--- src/rtl/rmme_pkg.sv ---
// Shared constants and types for the RMME multiply/exponent-align pipeline.
package rmme_pkg;

    localparam int MW_DEF = 4;
    localparam int EW_DEF = 4;
    localparam int CW_DEF = 16;

    typedef enum logic {
        MODE_INT = 1'b0,
        MODE_FP  = 1'b1
    } mode_e;

endpackage

--- src/rtl/rmme_if.sv ---
// Operand/result handshake bundle; master drives operands, slave returns results.
interface rmme_if
    import rmme_pkg::*;
#(
    parameter int MW = MW_DEF,
    parameter int EW = EW_DEF
);

    logic          in_valid;
    logic          in_ready;
    mode_e         mode;
    logic          a_sign;
    logic          b_sign;
    logic [EW-1:0] a_exp;
    logic [EW-1:0] b_exp;
    logic [MW-1:0] a_man;
    logic [MW-1:0] b_man;

    logic            out_valid;
    logic            out_ready;
    logic [2*MW-1:0] out_pp;
    logic            out_sign;
    logic [EW-1:0]   out_emax;
    logic [EW-1:0]   out_oe1;
    logic [EW-1:0]   out_oe2;
    logic            out_zero;

    modport master (
        output in_valid, mode, a_sign, b_sign, a_exp, b_exp, a_man, b_man, out_ready,
        input  in_ready, out_valid, out_pp, out_sign, out_emax, out_oe1, out_oe2, out_zero
    );

    modport slave (
        input  in_valid, mode, a_sign, b_sign, a_exp, b_exp, a_man, b_man, out_ready,
        output in_ready, out_valid, out_pp, out_sign, out_emax, out_oe1, out_oe2, out_zero
    );

endinterface

--- src/rtl/rmme_core.sv ---
// Combinational mantissa multiply plus exponent compare/align-shift computation.
module rmme_core
    import rmme_pkg::*;
#(
    parameter int MW = MW_DEF,
    parameter int EW = EW_DEF
) (
    input  mode_e           mode,
    input  logic            a_sign,
    input  logic            b_sign,
    input  logic [EW-1:0]   a_exp,
    input  logic [EW-1:0]   b_exp,
    input  logic [MW-1:0]   a_man,
    input  logic [MW-1:0]   b_man,
    output logic [2*MW-1:0] pp,
    output logic            sign,
    output logic [EW-1:0]   emax,
    output logic [EW-1:0]   oe1,
    output logic [EW-1:0]   oe2,
    output logic            zero
);

    localparam int PW = 2 * MW;

    logic [EW-1:0] emax_fp;

    always_comb begin
        pp      = PW'(a_man) * PW'(b_man);
        zero    = (pp == '0);
        emax_fp = (a_exp >= b_exp) ? a_exp : b_exp;
        sign    = 1'b0;
        emax    = '0;
        oe1     = '0;
        oe2     = '0;
        // Integer mode ignores exponents and signs entirely.
        if (mode == MODE_FP) begin
            sign = a_sign ^ b_sign;
            emax = emax_fp;
            oe1  = emax_fp - a_exp;
            oe2  = emax_fp - b_exp;
        end
    end

endmodule

--- src/rtl/rmme_pipe.sv ---
// Two-stage valid/ready pipeline around rmme_core with a saturating result counter.
module rmme_pipe
    import rmme_pkg::*;
#(
    parameter int MW = MW_DEF,
    parameter int EW = EW_DEF,
    parameter int CW = CW_DEF
) (
    input  logic          clk,
    input  logic          rst,
    rmme_if.slave         bus,
    output logic [CW-1:0] op_count
);

    function automatic logic [CW-1:0] sat_inc(input logic [CW-1:0] v);
        return (v == '1) ? v : v + 1'b1;
    endfunction

    logic vld_p1, vld_p2;
    logic s2_open, s1_adv, in_rdy, in_xfer, out_xfer;

    mode_e         mode_p1;
    logic          a_sign_p1, b_sign_p1;
    logic [EW-1:0] a_exp_p1, b_exp_p1;
    logic [MW-1:0] a_man_p1, b_man_p1;

    logic [2*MW-1:0] pp_c, pp_p2;
    logic            sign_c, sign_p2, zero_c, zero_p2;
    logic [EW-1:0]   emax_c, emax_p2, oe1_c, oe1_p2, oe2_c, oe2_p2;

    // in_ready depends only on stage state and out_ready, never on in_valid.
    assign out_xfer = vld_p2 & bus.out_ready;
    assign s2_open  = ~vld_p2 | bus.out_ready;
    assign s1_adv   = vld_p1 & s2_open;
    assign in_rdy   = ~vld_p1 | s1_adv;
    assign in_xfer  = bus.in_valid & in_rdy;

    always_ff @(posedge clk) begin
        if (rst) begin
            vld_p1   <= 1'b0;
            vld_p2   <= 1'b0;
            op_count <= '0;
        end else begin
            if (in_rdy)   vld_p1   <= bus.in_valid;
            if (s2_open)  vld_p2   <= vld_p1;
            if (out_xfer) op_count <= sat_inc(op_count);
        end
    end

    // Stage 1: operand capture
    always_ff @(posedge clk) begin
        if (in_xfer) begin
            mode_p1   <= bus.mode;
            a_sign_p1 <= bus.a_sign;
            b_sign_p1 <= bus.b_sign;
            a_exp_p1  <= bus.a_exp;
            b_exp_p1  <= bus.b_exp;
            a_man_p1  <= bus.a_man;
            b_man_p1  <= bus.b_man;
        end
    end

    rmme_core #(.MW(MW), .EW(EW)) u_core (
        .mode   (mode_p1),
        .a_sign (a_sign_p1),
        .b_sign (b_sign_p1),
        .a_exp  (a_exp_p1),
        .b_exp  (b_exp_p1),
        .a_man  (a_man_p1),
        .b_man  (b_man_p1),
        .pp     (pp_c),
        .sign   (sign_c),
        .emax   (emax_c),
        .oe1    (oe1_c),
        .oe2    (oe2_c),
        .zero   (zero_c)
    );

    // Stage 2: result registers, loaded only with real data so a stalled result stays put
    always_ff @(posedge clk) begin
        if (rst) begin
            pp_p2   <= '0;
            sign_p2 <= 1'b0;
            emax_p2 <= '0;
            oe1_p2  <= '0;
            oe2_p2  <= '0;
            zero_p2 <= 1'b1;
        end else if (s1_adv) begin
            pp_p2   <= pp_c;
            sign_p2 <= sign_c;
            emax_p2 <= emax_c;
            oe1_p2  <= oe1_c;
            oe2_p2  <= oe2_c;
            zero_p2 <= zero_c;
        end
    end

    assign bus.in_ready  = in_rdy;
    assign bus.out_valid = vld_p2;
    assign bus.out_pp    = pp_p2;
    assign bus.out_sign  = sign_p2;
    assign bus.out_emax  = emax_p2;
    assign bus.out_oe1   = oe1_p2;
    assign bus.out_oe2   = oe2_p2;
    assign bus.out_zero  = zero_p2;

endmodule

--- src/flat_wrapper.sv ---
// flat-port wrapper written by rule: the top's interface ports become plain ports
module rmme_pipe_flat import rmme_pkg::*;
#(
    parameter int MW = MW_DEF,
    parameter int EW = EW_DEF,
    parameter int CW = CW_DEF
)
  (clk, rst, op_count, bus_in_valid, bus_mode, bus_a_sign, bus_b_sign, bus_a_exp, bus_b_exp, bus_a_man, bus_b_man, bus_out_ready, bus_in_ready, bus_out_valid, bus_out_pp, bus_out_sign, bus_out_emax, bus_out_oe1, bus_out_oe2, bus_out_zero);
  rmme_if #(.MW(MW), .EW(EW)) bus_i ();
  input  logic clk;
  input  logic rst;
  output logic [CW-1:0] op_count;
  input wire logic [$bits(bus_i.in_valid)-1:0] bus_in_valid;
  input wire logic [$bits(bus_i.mode)-1:0] bus_mode;
  input wire logic [$bits(bus_i.a_sign)-1:0] bus_a_sign;
  input wire logic [$bits(bus_i.b_sign)-1:0] bus_b_sign;
  input wire logic [$bits(bus_i.a_exp)-1:0] bus_a_exp;
  input wire logic [$bits(bus_i.b_exp)-1:0] bus_b_exp;
  input wire logic [$bits(bus_i.a_man)-1:0] bus_a_man;
  input wire logic [$bits(bus_i.b_man)-1:0] bus_b_man;
  input wire logic [$bits(bus_i.out_ready)-1:0] bus_out_ready;
  output wire logic [$bits(bus_i.in_ready)-1:0] bus_in_ready;
  output wire logic [$bits(bus_i.out_valid)-1:0] bus_out_valid;
  output wire logic [$bits(bus_i.out_pp)-1:0] bus_out_pp;
  output wire logic [$bits(bus_i.out_sign)-1:0] bus_out_sign;
  output wire logic [$bits(bus_i.out_emax)-1:0] bus_out_emax;
  output wire logic [$bits(bus_i.out_oe1)-1:0] bus_out_oe1;
  output wire logic [$bits(bus_i.out_oe2)-1:0] bus_out_oe2;
  output wire logic [$bits(bus_i.out_zero)-1:0] bus_out_zero;
  assign bus_i.in_valid = bus_in_valid;
  assign bus_i.mode = bus_mode;
  assign bus_i.a_sign = bus_a_sign;
  assign bus_i.b_sign = bus_b_sign;
  assign bus_i.a_exp = bus_a_exp;
  assign bus_i.b_exp = bus_b_exp;
  assign bus_i.a_man = bus_a_man;
  assign bus_i.b_man = bus_b_man;
  assign bus_i.out_ready = bus_out_ready;
  assign bus_in_ready = bus_i.in_ready;
  assign bus_out_valid = bus_i.out_valid;
  assign bus_out_pp = bus_i.out_pp;
  assign bus_out_sign = bus_i.out_sign;
  assign bus_out_emax = bus_i.out_emax;
  assign bus_out_oe1 = bus_i.out_oe1;
  assign bus_out_oe2 = bus_i.out_oe2;
  assign bus_out_zero = bus_i.out_zero;
  rmme_pipe #(.MW(MW), .EW(EW), .CW(CW)) u_core (.clk(clk), .rst(rst), .bus(bus_i), .op_count(op_count));
endmodule
--- config.mk ---
export PLATFORM = sky130hd
export DESIGN_NAME = rmme_pipe_flat
export DESIGN_NICKNAME = d
export VERILOG_FILES = /design/src/rtl/rmme_pkg.sv /design/src/rtl/rmme_if.sv /design/src/rtl/rmme_core.sv /design/src/rtl/rmme_pipe.sv /design/src/flat_wrapper.sv
export SDC_FILE = /design/constraint.sdc
export NUM_CORES = 1
export LEC_CHECK = 0
export ABC_AREA = 1
export CORE_MARGIN = 5
export CORE_UTILIZATION = 45
export DETAILED_ROUTE_END_ITERATION = 16
export PLACE_DENSITY = 0.71
export SYNTH_ARGS = -nofsm -noshare
export SYNTH_HDL_FRONTEND = slang
export SYNTH_SLANG_ARGS = --single-unit
--- constraint.sdc ---
create_clock -name clk -period 5.2 [get_ports clk]
set_input_delay 1.04 -clock clk [delete_from_list [all_inputs] [get_ports clk]]
set_output_delay 1.04 -clock clk [all_outputs]
set_load 0.03 [all_outputs]
==> Implementation_results.wiki <==
{| class="wikitable"
! Metric !! Value
|-
| Tightest Pin Transition || 0.724 ns
|-
| Starting density of the core || 0.465
|-
| Maximum fanout encountered on the critical timing path || 3
|-
| CP required || 4.16 ns
|-
| Static leakage || 0.00173 uW
|-
| Placed cell area || 3900 sq um
|-
| Number of global-route vias before repair || 2640
|-
| Max-cap check violation count || 0
|-
| RSZ-0062 raised after global routing || no
|-
| Worst Hold Endpoint || u_core.bus.out_oe2[3]
|-
| Total non-filler cell area in the finished layout || 4090 sq um
|-
| Die width || 94.3 um
|-
| Hold Crit Depth || 2
|-
| Worst Hold Slack || 0.465 ns
|-
| Fill cell instance count of the final layout || 619
|-
| Number of antenna violations at the first check in global routing || 0
|-
| Fin crit share || 0.652
|-
| Synth top area share || 0.250
|-
| Library cell with the largest summed area after synthesis || sky130_fd_sc_hd__dfxtp_1
|-
| Startpoint-to-endpoint class of the critical path || in2out
|-
| Worst Path Arrival || 2.35 ns
|-
| Htree depth || 3
|-
| Cells after synthesis || 390
|-
| Min-Delay Path Class || reg2reg
|-
| Post-route minimum period || 3.39 ns
|-
| DR vias/cell || 4.88
|-
| Congestion Overflow GR || 0
|-
| Worst slew margin || 0.517
|-
| Syn_nets || 442
|-
| Worst R2R End || u_core.bus.out_zero
|-
| Post-cts hold buffer count || 0
|-
| I/O pin cnt || 63
|-
| Reg-to-Reg Start || u_core.a_man_p1[0]
|-
| Number of gates given a new drive strength after cts || 0
|-
| Total power consumption of the routed design || 1110 uW
|-
| Buffer depth of the longest clock path || 2
|-
| Share of async-settable or async-resettable flops after synthesis || 0
|-
| R2R cell count || 14
|-
| Number of nets in the final layout || 509
|-
| Clock root buffer || sky130_fd_sc_hd__clkbuf_8
|-
| TritonRoute pass-1 iters || 4
|-
| Die ar. || 8890 sq um
|-
| Number of buffers added by the clock tree synthesis step || 9
|-
| Number of placed instances, taps included || 542
|-
| CTS tree || yes
|-
| Ordered cell list for the critical path || clkdlybuf4s50_1, inv_1, nand3_1, clkdlybuf4s50_1
|-
| Detailed-route via count || 2717
|-
| Achievable clock frequency || 295 MHz
|-
| Pin count of the biggest net entering global routing || 30
|-
| Main area contributors after synthesis || sky130_fd_sc_hd__dfxtp_1, sky130_fd_sc_hd__edfxtp_1, sky130_fd_sc_hd__nand2_1
|-
| Setup clock skew after layout || 0.00517 ns
|-
| Number of max-slew violations in the final report || 0
|-
| DRC || 0
|-
| Non-filler cells in the finished layout || 557
|-
| Most instantiated library cell after synthesis || sky130_fd_sc_hd__nand2_1
|-
| Highest cell delay on the worst timing path || 0.68 ns
|-
| Clock Latency Late Sink || 0.34 ns
|-
| First-pass GRT wire length || 11.4 mm
|-
| Power Density || 272 nW/um^2
|-
| Number of diodes || 0
|-
| Cell mode on critical path || sky130_fd_sc_hd__clkdlybuf4s50_1
|-
| Routability congestion estimate || 0.924
|-
| Critical Path Source Type || input port
|-
| Share of final-layout standard cells stronger than drive strength 1 || 0.0629
|-
| Setup Fix Bufs, Post-CTS || 0
|-
| Chip height || 94.3 um
|-
| Hold Crit Start || u_core.bus.out_oe2[3]
|-
| Distinct cell type count after synthesis || 36
|-
| Mean instance size in the synthesized netlist || 8.20 sq um
|-
| Count of antenna-violating nets left after detailed routing || 0
|-
| Growth of design area from synthesis to finish || 27.9%
|-
| Number of DRC violations after detailed-routing iteration 0 || 68
|-
| Highest ir drop seen on vdd || 0.000142 V
|-
| Count of buffers inserted at the top-level ports || 62
|-
| Run status || completed
|-
| Area of the placeable core || 6870 sq um
|-
| Synthesis warning total || 0
|-
| Worst reg2reg setup slack || 2.19 ns
|-
| Slowest cell on the critical path || sky130_fd_sc_hd__clkdlybuf4s50_1
|-
| Site Rows || 30
|-
| Number of enable flip-flop cells after synthesis || 19
|-
| Count of state elements after synthesis || 59
|-
| Wire length after detailed routing || 6.80 mm
|-
| Post-synthesis instance area || 3200 sq um
|-
| Flip-flop cell with the highest count after synthesis || sky130_fd_sc_hd__dfxtp_1
|-
| Post-CTS clock slew at the launch and capture registers of the worst setup and hold paths || 0.06 ns
|-
| Part of the Yosys area used for sequential elements || 0.429
|-
| Final hold violations || 0
|-
| Most used standard cells in the synthesized netlist || sky130_fd_sc_hd__nand2_1, sky130_fd_sc_hd__inv_1, sky130_fd_sc_hd__dfxtp_1
|-
| Number of setup violations in the final report || 0
|-
| TritonCTS Sinks || 59
|-
| Sum of net half-perimeters after detailed placement || 5.19 mm
|-
| Setup crit end kind || output port
|-
| Routed wirelength normalized by instance count || 12.2 um
|-
| Setup TNS || 0 ns
|-
| Total track usage || 0.165
|}
[where the power goes]
part / switching [uW] / internal [uW] / total [uW]
Clock: 171 / 225 / 395
Combinational: 117 / 89.1 / 206
Sequential: 14.4 / 498 / 512
[placed cells by master, fill, tap and decap left out, types with 2 or more instances in the layout]
cell type                         count
sky130_fd_sc_hd__a21oi_1             30
sky130_fd_sc_hd__a22oi_1              3
sky130_fd_sc_hd__a31oi_1              2
sky130_fd_sc_hd__clkbuf_1             2
sky130_fd_sc_hd__clkbuf_8            11
sky130_fd_sc_hd__clkdlybuf4s50_1     62
sky130_fd_sc_hd__dfxtp_1             40
sky130_fd_sc_hd__edfxtp_1            19
sky130_fd_sc_hd__fa_1                 6
sky130_fd_sc_hd__ha_1                23
sky130_fd_sc_hd__inv_1               61
sky130_fd_sc_hd__inv_2                3
sky130_fd_sc_hd__nand2_1             92
sky130_fd_sc_hd__nand3_1             23
sky130_fd_sc_hd__nand3_2              2
sky130_fd_sc_hd__nand4_1              4
sky130_fd_sc_hd__nor2_1              25
sky130_fd_sc_hd__nor2_2               2
sky130_fd_sc_hd__nor3_1               5
sky130_fd_sc_hd__nor3_2               2
sky130_fd_sc_hd__o211a_1              2
sky130_fd_sc_hd__o21a_1               2
sky130_fd_sc_hd__o21ai_0             11
sky130_fd_sc_hd__or2_1                2
sky130_fd_sc_hd__or2_2                3
sky130_fd_sc_hd__xnor2_1              7
sky130_fd_sc_hd__xor2_1               5
[critical path: cells and delay by family]
kind / cells / cell delay, ns
simple gates: 1 / 0.10
buf+inv: 3 / 1.21
[area by class of cell]
class | instances | area [sq um] | area share
repair buffers | 63 | 628 | 0.154
flip-flops and latches | 59 | 1370 | 0.335
well taps | 96 | 120 | 0.0294
multi-input cells | 259 | 1540 | 0.376
inverters | 65 | 244 | 0.0597
clock inverters | 1 | 5.00 | 0.00122
clock buffers | 14 | 184 | 0.0450
[worst max path at each step]
stage,startpoint,to,cells past startpoint
6_report,bus_out_ready,bus_in_ready,4
5_1_grt,bus_out_ready,bus_in_ready,4
4_1_cts,bus_out_ready,bus_in_ready,4
3_5_place_dp,bus_out_ready,bus_in_ready,4
3_3_place_gp,bus_out_ready,bus_in_ready,4
2_1_floorplan,u_core.a_man_p1[0],u_core.bus.out_zero,14
[sequential cells by signal, summed over array words and instances (netlist names), 4 cells and up]
signal / cells
u_core.bus.out_pp: 8
u_core.op_count: 16
u_core.b_man_p1: 4
u_core.bus.out_emax: 4
u_core.bus.out_oe2: 4
u_core.b_exp_p1: 4
u_core.a_exp_p1: 4
u_core.a_man_p1: 4
u_core.bus.out_oe1: 4
[metrics by stage]
stage / util / setup WS [ns]
floorplan: - / 2.42
global placement: 0.568 / 1.81
detailed placement: 0.568 / 1.80
CTS: 0.595 / 1.80
global route: 0.595 / 1.73
finish: 0.595 / 1.81
[metal layers]
layer / vias to the layer above / share of wire / global-route usage
li1: 1392 / - / -
met1: 1243 / 0.44 / 0.194
met2: 63 / 0.47 / 0.274
met3: 19 / 0.054 / 0.0401
met4: 0 / 0.029 / 0.0951
met5: - / 0 / 0
[cell families (layout without fill, tap and decap cells)]
logic type,count (synthesis),after routing,synth area share
and+or+nand+nor,164,164,0.225
buffers and inverters,72,143,0.0900
DFF,59,59,0.429
AOI/OAI and AO/OA,54,54,0.0951
adders and majority gates,29,29,0.128
xor gates and xnor gates,12,12,0.0329
No activity file was read; power rests on OpenSTA's default activity.
